===== src/rtl/eeprom_arbiter_pkg.sv =====
// Shared definitions for the two-port EEPROM arbiter: one-hot state encoding,
// port indices and the post-write wait derivation.
package eeprom_arbiter_pkg;

    typedef enum logic [5:0] {
        S_IDLE      = 6'b000001,
        S_ISSUE     = 6'b000010,
        S_WAIT_BUSY = 6'b000100,
        S_WAIT_DONE = 6'b001000,
        S_TWR       = 6'b010000,
        S_ACK       = 6'b100000
    } state_e;

    localparam logic PORT0 = 1'b0;
    localparam logic PORT1 = 1'b1;

    function automatic int unsigned twr_cycles(input int unsigned sys_freq,
                                               input int unsigned twr_ms);
        return sys_freq / 1000 * twr_ms;
    endfunction

endpackage


===== src/rtl/eeprom_arbiter.sv =====
// Round-robin arbiter sharing one i2c EEPROM byte engine between two requesters,
// one byte at a time, holding off further accesses for tWR after every write.
module eeprom_arbiter
    import eeprom_arbiter_pkg::*;
#(
    parameter int unsigned SYS_FREQ = 12_090_000,
    parameter int unsigned TWR_MS   = 5,
    parameter int unsigned BUSY_TO  = 7
) (
    input  logic       clk,
    input  logic       nrst,
    input  logic       req0,
    input  logic       req1,
    input  logic       we0,
    input  logic       we1,
    input  logic [8:0] addr0,
    input  logic [8:0] addr1,
    input  logic [7:0] wdat0,
    input  logic [7:0] wdat1,
    output logic       ack0,
    output logic       ack1,
    output logic       err,
    output logic [7:0] rdata,
    output logic       busy,
    output logic       i2c_wrreq,
    output logic       i2c_rdreq,
    output logic [8:0] i2c_waddr,
    output logic [8:0] i2c_raddr,
    output logic [7:0] i2c_wdata,
    input  logic [7:0] i2c_rdata,
    input  logic       i2c_rdy
);

    localparam int unsigned TWR_CYC  = twr_cycles(SYS_FREQ, TWR_MS);
    localparam int          TO_W     = $clog2(BUSY_TO + 1);
    localparam logic [19:0] TWR_LAST = 20'(TWR_CYC - 1);
    localparam logic [TO_W-1:0] TO_LAST = TO_W'(BUSY_TO - 1);

    state_e          state_q, state_d;
    logic            gnt_q, gnt_d;
    logic            last_gnt_q, last_gnt_d;
    logic            we_q, we_d;
    logic            err_q, err_d;
    logic [8:0]      addr_q, addr_d;
    logic [7:0]      wdata_q, wdata_d;
    logic [7:0]      rdata_q, rdata_d;
    logic [19:0]     twr_q, twr_d;
    logic [TO_W-1:0] to_q, to_d;

    always_ff @(posedge clk or negedge nrst) begin
        if (!nrst) begin
            state_q    <= S_IDLE;
            gnt_q      <= PORT0;
            last_gnt_q <= PORT1;
            we_q       <= 1'b0;
            err_q      <= 1'b0;
            addr_q     <= '0;
            wdata_q    <= '0;
            rdata_q    <= '0;
            twr_q      <= '0;
            to_q       <= '0;
        end else begin
            state_q    <= state_d;
            gnt_q      <= gnt_d;
            last_gnt_q <= last_gnt_d;
            we_q       <= we_d;
            err_q      <= err_d;
            addr_q     <= addr_d;
            wdata_q    <= wdata_d;
            rdata_q    <= rdata_d;
            twr_q      <= twr_d;
            to_q       <= to_d;
        end
    end

    always_comb begin
        state_d    = state_q;
        gnt_d      = gnt_q;
        last_gnt_d = last_gnt_q;
        we_d       = we_q;
        err_d      = err_q;
        addr_d     = addr_q;
        wdata_d    = wdata_q;
        rdata_d    = rdata_q;
        twr_d      = twr_q;
        to_d       = to_q;
        unique case (state_q)
            S_IDLE: begin
                // An externally busy engine blocks granting even with requests pending.
                if ((req0 || req1) && i2c_rdy) begin
                    gnt_d   = (req0 && req1) ? ~last_gnt_q : req1;
                    we_d    = (gnt_d == PORT1) ? we1   : we0;
                    addr_d  = (gnt_d == PORT1) ? addr1 : addr0;
                    wdata_d = (gnt_d == PORT1) ? wdat1 : wdat0;
                    err_d   = 1'b0;
                    state_d = S_ISSUE;
                end
            end
            S_ISSUE: begin
                to_d    = '0;
                state_d = S_WAIT_BUSY;
            end
            S_WAIT_BUSY: begin
                if (!i2c_rdy) begin
                    state_d = S_WAIT_DONE;
                end else if (to_q == TO_LAST) begin
                    err_d   = 1'b1;
                    state_d = S_ACK;
                end else begin
                    to_d = to_q + 1'b1;
                end
            end
            S_WAIT_DONE: begin
                if (i2c_rdy) begin
                    if (we_q) begin
                        twr_d   = '0;
                        state_d = S_TWR;
                    end else begin
                        rdata_d = i2c_rdata;
                        state_d = S_ACK;
                    end
                end
            end
            S_TWR: begin
                if (twr_q == TWR_LAST) state_d = S_ACK;
                else                   twr_d   = twr_q + 20'd1;
            end
            S_ACK: begin
                last_gnt_d = gnt_q;
                state_d    = S_IDLE;
            end
            default: state_d = S_IDLE;
        endcase
    end

    assign busy      = (state_q != S_IDLE);
    assign ack0      = (state_q == S_ACK) && (gnt_q == PORT0);
    assign ack1      = (state_q == S_ACK) && (gnt_q == PORT1);
    assign err       = (state_q == S_ACK) && err_q;
    assign rdata     = rdata_q;
    assign i2c_wrreq = (state_q == S_ISSUE) && we_q;
    assign i2c_rdreq = (state_q == S_ISSUE) && !we_q;
    assign i2c_waddr = addr_q;
    assign i2c_raddr = addr_q;
    assign i2c_wdata = wdata_q;

endmodule


===== config.mk =====
export PLATFORM = sky130hd
export DESIGN_NAME = eeprom_arbiter
export DESIGN_NICKNAME = d
export VERILOG_FILES = /design/src/rtl/eeprom_arbiter_pkg.sv /design/src/rtl/eeprom_arbiter.sv
export SDC_FILE = /design/constraint.sdc
export NUM_CORES = 1
export LEC_CHECK = 0
export BUFFER_PORTS_ARGS = -buffer_cell sky130_fd_sc_hd__buf_2
export CAP_MARGIN = 20
export CORE_MARGIN = 3
export CORE_UTILIZATION = 37
export CTS_CLUSTER_SIZE = 14
export DETAILED_ROUTE_END_ITERATION = 10
export PLACE_DENSITY = 0.67
export SLEW_MARGIN = 20
export SYNTH_ARGS = -nofsm -noshare
export SYNTH_HDL_FRONTEND = slang
export SYNTH_SLANG_ARGS = --single-unit

===== constraint.sdc =====
create_clock -name clk -period 2.7 [get_ports clk]
set_input_delay 0.405 -clock clk [delete_from_list [all_inputs] [get_ports clk]]
set_output_delay 0.405 -clock clk [all_outputs]
set_load 0.02 [all_outputs]

# Word level (Yosys, flattened, before mapping)

Cells that the tools add are included.

Input port bits: 49
Register bits after elaboration: 58
Word-level logic and storage cells: 73
Output and inout bits: 40

Multiplexer cells: 22
Add/subtract/negate cells: 2
Reduce and logical (&&, ||, !) cells: 18
Equality and inequality tests: 18
Bitwise logic cells: 3

Operator list:

| cell                                                  | number |
|---|---|
| two-way mux 20 bit                                    | 3 |
| case mux 20 bit (2 select lines)                      | 1 |
| two-way mux 6 bit                                     | 6 |
| case mux 6 bit (5 select lines)                       | 1 |
| adder 20 x 1 -> 20 bit, second input constant         | 1 |
| == test 20 x 16 -> 1 bit, second input constant       | 1 |
| inequality test 2 bit, second input constant          | 8 |
| AND reduction 4 bit                                   | 3 |
| two-way mux 9 bit                                     | 1 |
| two-way mux 8 bit                                     | 1 |
| logical AND 1 bit                                     | 7 |
| == test 6 x 1 -> 1 bit, second input constant         | 1 |
| == test 6 x 2 -> 1 bit, second input constant         | 1 |
| == test 6 x 3 -> 1 bit, second input constant         | 1 |
| == test 6 x 4 -> 1 bit, second input constant         | 1 |
| == test 6 x 5 -> 1 bit, second input constant         | 1 |
| == test 6 bit, second input constant                  | 1 |
| two-way mux 3 bit                                     | 2 |
| inequality test 6 x 1 -> 1 bit, second input constant | 1 |
| case mux 3 bit (2 select lines)                       | 1 |
| AND reduction 3 bit                                   | 2 |
| nonzero test 2 bit                                    | 3 |
| two-way mux 1 bit                                     | 5 |
| adder 3 x 1 -> 3 bit, second input constant           | 1 |
| 7 further kinds                                       | 9 |

# Logic depth before layout (Yosys ltp)

Gate-level depths: netlist (run 1).

Depth in word-level cells: 4
Mapped depth: 9
Depth with buffers taken out: 8

# Worst setup path after synthesis (run 1)

Ideal clock, no wire load.

Path type: register to register
Start point: register state_q[4]
End point: register twr_q[15]
Stages on the path, launching flop included: 8
Setup slack: 717 ps
Period minus slack after synthesis: 1983 ps
Data arrival time: 1857 ps
Setup time: 126 ps
Data required time: 2574 ps
Path through: dfrtp_1 buf_6 or4_4 nor2_4 nand3_4 and2_1 buf_6 a221o_1

Cells in the longest elaborated chain, start to end: 3

Ends and longest elaborated chain:

| what                                                                         | line                 | source |
|---|---|---|
| start, declared                                                              | eeprom_arbiter.sv:39 | `state_e state_q, state_d;` |
| start signal, assigned                                                       | eeprom_arbiter.sv:63 | `state_q <= state_d;` |
| == test 6 x 5 -> 1 bit or == test 6 x 4 -> 1 bit (tied branches)             | eeprom_arbiter.sv:87 | `unique case (state_q)` |
| inequality test 2 bit (no source line) or nonzero test 2 bit (tied branches) | --                   |  |
| AND reduction 4 bit (no source line)                                         | --                   |  |
| end signal, assigned                                                         | eeprom_arbiter.sv:71 | `twr_q <= twr_d;` |
| end, declared                                                                | eeprom_arbiter.sv:47 | `logic [19:0] twr_q, twr_d;` |

Several ways; a longest one is shown, not always the timed one.
A chain may end at the register's enable or synchronous reset.

# Worst setup path after layout (run 1)

Start point: register twr_q[4]
End point: register twr_q[12]

Cells in the longest elaborated chain, start to end: 3

Ends and longest elaborated chain:

| what                                                                    | line |
|---|---|
| adder 20 x 1 -> 20 bit or == test 20 x 16 -> 1 bit (tied branches)      | eeprom_arbiter.sv:126, eeprom_arbiter.sv:125 |
| two-way mux 20 bit or inequality test 2 bit (tied branches)             | -- |
| case mux 20 bit (2 select lines) or AND reduction 4 bit (tied branches) | -- |

Several ways; a longest one is shown, not always the timed one. The select of a mux whose other input is x is not followed.

==> results of run 1 <==
kinds of logic (layout without fill, tap and decap cells):
family	Yosys count	count (layout)	share of synthesized area [%]
AO/OA/AOI/OAI	67	67	14.58
XOR/XNOR	8	8	2.332
adder cells (fa/ha/maj)	4	4	1.666
buffers and inverters	29	115	5.622
flip-flops	58	58	48.40
multiplexers	26	26	8.996
AND/OR/NAND/NOR	104	104	18.41
power by group through the flow:
stage / Sequential [mW] / Clock (mW) / Combinational (mW)
after floorplan: 1.40 / 0 / 0.595
after global placement: 1.27 / 0 / 0.984
after detailed placement: 1.27 / 0 / 1.01
after CTS: 1.26 / 0.846 / 1.01
after global routing: 1.30 / 0.886 / 1.10
final: 1.26 / 0.832 / 0.996
through the flow:
step	instances	setup WS [ps]
floorplan	296	716.7
global placement	469	470.0
detailed placement	469	374.6
CTS	484	341.5
global route	484	101.5
finish	484	352.8
final timing paths:
path / to / slack (ps) / depth (start not counted)
setup / recovery: twr_q[12] / 350 / 6
hold / removal: twr_q[4] / 60 / 1
setup reg to reg: twr_q[12] / 350 / 6
hold reg to reg: rdata[4] / 500 / 1
max in group asynchronous: i2c_wdata[7] / 2090 / 2
min in group clk: rdata[3] / 300 / 2
layout by cell type (no fill, tap or decap), types with 5 or more instances in the layout:
cell	n
a21oi_1	21
clkbuf_8	12
nand3_1	11
nor2_1	32
buf_2	87
buf_4	6
o21ai_0	14
nand2_1	20
inv_1	6
dfrtp_1	56
mux2i_1	18
mux2_2	8
xnor2_1	5
a31oi_1	8
state kept, by name, indices dropped and copies added (netlist names):
register / cells
err_q: 1
gnt_q: 1
i2c_raddr: 9
i2c_wdata: 8
last_gnt_q: 1
rdata: 8
state_q: 6
to_q: 3
twr_q: 20
we_q: 1
per-layer routing:
metal	global-route usage, %	wire [um]	vias to the layer above
li1	-	-	1214
met1	18.97	3000	1195
met3	3.675	414	15
met4	8.649	191	0
met2	25.30	3166	88
met5	0	0	-
critical path, delay by kind of cell, from the launching register on:
kind                   cells  cell delay (ps)
flip-flops                 1              440
AO/OA/AOI/OAI              2              630
buffers and inverters      1              180
AND/OR/NAND/NOR            3             1010
final cells by class:
class,instances,area share [%]
timing repair buffer,93,13.06
sequential,58,39.51
clock buffer,13,4.590
inverter,7,0.7140
tap,102,3.468
multi-input combinational,209,37.71
clock inverter,2,0.9521
==> run_results.csv, run 1 <==
group,metric,value,unit
clock_tree,clock-sinks,58,
routing,drtIter0Drc,123,
logic_synthesis,yosys-top-cells-count,"56 x dfrtp_1, 33 x nor2_1, 21 x a21oi_1, 20 x nand2_1, 18 x mux2i_1",
worst_setup_path,cpMaxStageDelayCell,"and2_1",
finish,final_util,47.13,%
timing,slew_violations,0,
logic_synthesis,yosysMostFrequentCell,"dfrtp_1",
power,power_frac_comb,32.2,%
clock_tree,cts_tree,"built",
logic_synthesis,synth_nets,349,
worst_setup_path,critical_path.max_stage_delay,470,ps
routing,wl_per_cell,13.99,um
worst_setup_path,worstSetupPathType,"flop to flop",
logic_synthesis,synth.largest_area_cell,"dfrtp_1",
worst_setup_path,crit_chain,"nor4b_1 > nand4_1 > o21ai_0 > and2_1 > inv_2 > a31oi_1",
routing,dr.pass1.iters,4,
grt,grt_pass1_wl,11120,um
routing,via_per_inst,5.190,
timing,setup_viol,0,
finish,drive_above_1_share,35.08,%
floorplan,coreArea,0.007807,mm2
clock_tree,cts_hold_buf,0,
placed_design,port_buffers,88,
clock_tree,clockBufferDepth,2,
power,p_int,1.943,mW
worst_setup_path,critical_path.max_fanout,10,
grt,grt_max_degree,46,
placed_design,placed_cell_area,0.003473,mm2
timing,tns,0,ps
timing,hold_viol_final,0,
logic_synthesis,synth_top_area_share,46.65,%
power,ir_drop,0.3939,mV
logic_synthesis,syn_avg_cell_area,10.15,um2
worst_setup_path,start_kind,"flop",
floorplan,fp.dieH,96.11,um
timing,min_period_over_period,86.93,%
floorplan,io_pins,89,
logic_synthesis,ys_types,55,
placed_design,post-dp-hpwl,4912,um
worst_setup_path,cp_data_required_time,2950,ps
floorplan,die_area,0.009236,mm2
power,p_sw_share,37.08,%
placed_design,place_congestion,0.8498,
logic_synthesis,ys_ff_latch,58,
timing,clock.fmax,426.0,MHz
clock_tree,cts.clk_slew.worst_paths,60,ps
finish,multi_input_area,0.001388,mm2
clock_tree,h-tree-depth,3,
finish,fin_area,0.003680,mm2
job,maxCapViolCount,0,
outcome,status,"finished, final reports clean",
logic_synthesis,yosys_warnings,0,
timing,maxSlewHeadroom,60.72,%
worst_setup_path,arrival,2600,ps
finish,regArea,0.001454,mm2
worst_hold_path,min_path_type,"input pin to async pin",
logic_synthesis,netlist_area,0.003004,mm2
finish,num_antenna_cells,0,
power,p_leak,1.722,nW
clock_tree,cts_resized,0,
timing,grt_setup_unrepaired,"no",
finish,fillers,764,
floorplan,fp.dieW,96.11,um
grt,grt_pass1_vias,2406,
floorplan,placementRows,32,
power,clkPwrFrac,26.9,%
grt,grt_use_total,15.59,%
clock_tree,cts_setup_buffers,0,
timing,whs,55.72,ps
timing,skew,3.695,ps
clock_tree,cts_buffers,9,
logic_synthesis,synth_ff_type,"dfrtp_1",
grt,antenna_found_initial,0,
timing,worstMarginPinSlew,585.9,ps
worst_setup_path,worstSetupStartpoint,"twr_q[4]",
worst_setup_path,reg2reg_from,"twr_q[4]",
routing,num_vias,2512,
timing,finalCriticalPeriod,2347,ps
power,p_per_area,839.3,mW/mm2
logic_synthesis,synth_edf_count,0,
clock_tree,clk_latency,340,ps
logic_synthesis,syn-instance-count,296,
grt,grt_overflow,0,
finish,nets,431,
routing,drc_errors,0,
power,finalPower,3.088,mW
routing,routed_wl,6772,um
worst_setup_path,end_kind,"flop",
floorplan,initial_utilization,38.48,%
logic_synthesis,synth_seq_area_share,48.40,%
clock_tree,root_buffer,"clkbuf_8",
power,pwr-share-seq,40.8,%
logic_synthesis,synth_async_sr_flop_share,100.0,%
power,netSwitchingPower,1.145,mW
finish,syn_to_final_growth,22.49,%
routing,ant_nets,0,
logic_synthesis,netlist_top_cells_area,"dfrtp_1 47%, mux2i_1 6.0%, nor2_1 4.1%, a21oi_1 3.5%, mux2_2 3.0%",
Note: power is estimated with default switching activity, not from simulation.
==> run 2: changes to the inputs <==
Settings changed: CORE_UTILIZATION 37 to 52, MAX_ROUTING_LAYER from default to met4, PLACE_DENSITY 0.67 to 0.87.
==> run 2 against run 1 <==
Against the previous run:
- clock power up 23%
- global-route usage increased by 8.3 points
- power grew 6.4%
- core utilization rose by 19 points
- sequential power is essentially flat
- first-iteration DRC count rose by 57%
- setup slack worse by 25 ps
- largest power group unchanged
==> run_results.csv, run 2 (synthesized netlist as in run 1, its figures left out) <==
group,metric,value,unit
worst_setup_path,rr_worst_depth,6,
worst_setup_path,critical_path.max_stage_delay,450,ps
routing,wl_per_cell,15.78,um
placed_design,place_congestion,0.8855,
worst_setup_path,cp_data_required_time,2950,ps
worst_setup_path,rrSetupSlack,330,ps
power,finalPower,3.287,mW
floorplan,initial_utilization,54.22,%
timing,clock.fmax,421.6,MHz
timing,min_period_over_period,87.85,%
worst_setup_path,start_kind,"flop",
timing,finalWorstSetupSlack,328.0,ps
timing,worstMarginPinSlew,673.1,ps
clock_tree,clockBufferDepth,2,
timing,setup_viol,0,
clock_tree,clock-sinks,58,
timing,slew_violations,0,
finish,nets,430,
timing,skew,7.517,ps
clock_tree,cts_buffers,9,
floorplan,fp.dieW,82.01,um
worst_setup_path,crit_chain,"nor4b_1 > nand4_1 > o21ai_0 > and2_1 > inv_2 > a31oi_1",
worst_setup_path,path_depth,6,
clock_tree,cts_hold_buf,0,
finish,fin_area,0.003681,mm2
power,p_leak,1.733,nW
clock_tree,cts_setup_buffers,0,
floorplan,die_area,0.006725,mm2
grt,grt_pass1_wl,11900,um
floorplan,placementRows,27,
floorplan,io_pins,89,
grt,antenna_found_initial,0,
grt,grt_pass1_vias,2568,
floorplan,fp.dieH,82.01,um
power,p_per_area,892.9,mW/mm2
routing,num_vias,2624,
worst_hold_path,min_path_type,"input pin to async pin",
timing,tns,0,ps
clock_tree,cts_resized,0,
worst_setup_path,end_kind,"flop",
finish,layout_commonest_cell,"buf_2",
timing,grt_setup_unrepaired,"no",
placed_design,placed_cell_area,0.003428,mm2
clock_tree,h-tree-depth,3,
worst_setup_path,reg2reg_from,"twr_q[4]",
worst_setup_path,arrival,2630,ps
routing,routed_wl,7165,um
finish,final_util,66.44,%
grt,grt_max_degree,39,
worst_setup_path,critical_path.max_fanout,10,
placed_design,post-dp-hpwl,5116,um
worst_setup_path,worstSetupStartpoint,"twr_q[4]",
clock_tree,clk_latency,330,ps
routing,dr.pass1.iters,5,
routing,via_per_inst,5.780,
finish,mostFrequentLayoutCells,"88 x buf_2, 56 x dfrtp_1, 32 x nor2_1, 21 x a21oi_1, 20 x nand2_1",
worst_setup_path,cp_top_family,"simple AND/OR/NAND/NOR gates",
finish,drive_above_1_share,35.08,%
clock_tree,root_buffer,"clkbuf_8",
routing,drc_errors,0,
worst_setup_path,worstSetupPathType,"flop to flop",
grt,grt_use_total,23.93,%
timing,maxSlewHeadroom,55.13,%
timing,hold_viol_final,0,
finish,largest_register_ffs,20,
finish,largest_register,"twr_q",
finish,syn_to_final_growth,22.53,%
floorplan,coreArea,0.005540,mm2
placed_design,dpl_worst_slack,322.2,ps
finish,num_antenna_cells,0,
job,maxCapViolCount,0,
timing,finalCriticalPeriod,2372,ps
clock_tree,cts.clk_slew.worst_paths,70,ps
routing,ant_nets,0,
grt,grt_overflow,0,
worst_setup_path,cpMaxStageDelayCell,"dfrtp_1",
worst_setup_path,cp_num_buf_inv,1,
power,ir_drop,0.6544,mV
outcome,status,"finished, final reports clean",
routing,drtIter0Drc,193,
clock_tree,cts_tree,"built",
placed_design,port_buffers,88,
run 2: changes by cell type in the layout (fill, tap and decap cells not counted), sizes merged:
cell      before  now
bufinv         1    3
clkbuf        13   12
buf           93   92
clkinvlp       0    1
clkinv         1    0
run 2: layer usage:
metal / global-route usage (%) / share of wire, % / routed length (um)
met5: - / 0 / 0
met4: 12.29 / 2.4 / 172
met3: 4.715 / 7.6 / 546
met2: 35.95 / 49 / 3477
met1: 30.75 / 41 / 2969
run 2: cell type report:
type | instances | area, um2
fillers | 449 | 1859
clock inverters | 4 | 97.59
multi-input cells | 209 | 1388
flip-flops and latches | 58 | 1454
clock buffers | 12 | 155.1
inverters | 7 | 26.28
repair buffers | 92 | 470.5
well taps | 72 | 90.09
run 2: metrics by stage:
stage	hold slack (ps)	instances
6_report	102.2	454
5_1_grt	149.2	454
4_1_cts	113.5	454
3_5_place_dp	467.6	438
3_3_place_gp	469.7	438
2_1_floorplan	109.4	296
run 2: power breakdown:
group          switching [mW]  total [mW]  leakage, nW  internal, mW
logic                   0.632        1.00        0.923         0.370
registers               0.193        1.27        0.687          1.08
clock network           0.351        1.02        0.123         0.664
run 2: path summary, 6_finish.rpt:
path                         endpoint
max                         twr_q[13]
min                          twr_q[3]
max reg2reg                 twr_q[13]
min reg2reg                  rdata[5]
max in group asynchronous  last_gnt_q
min in group clk             rdata[6]
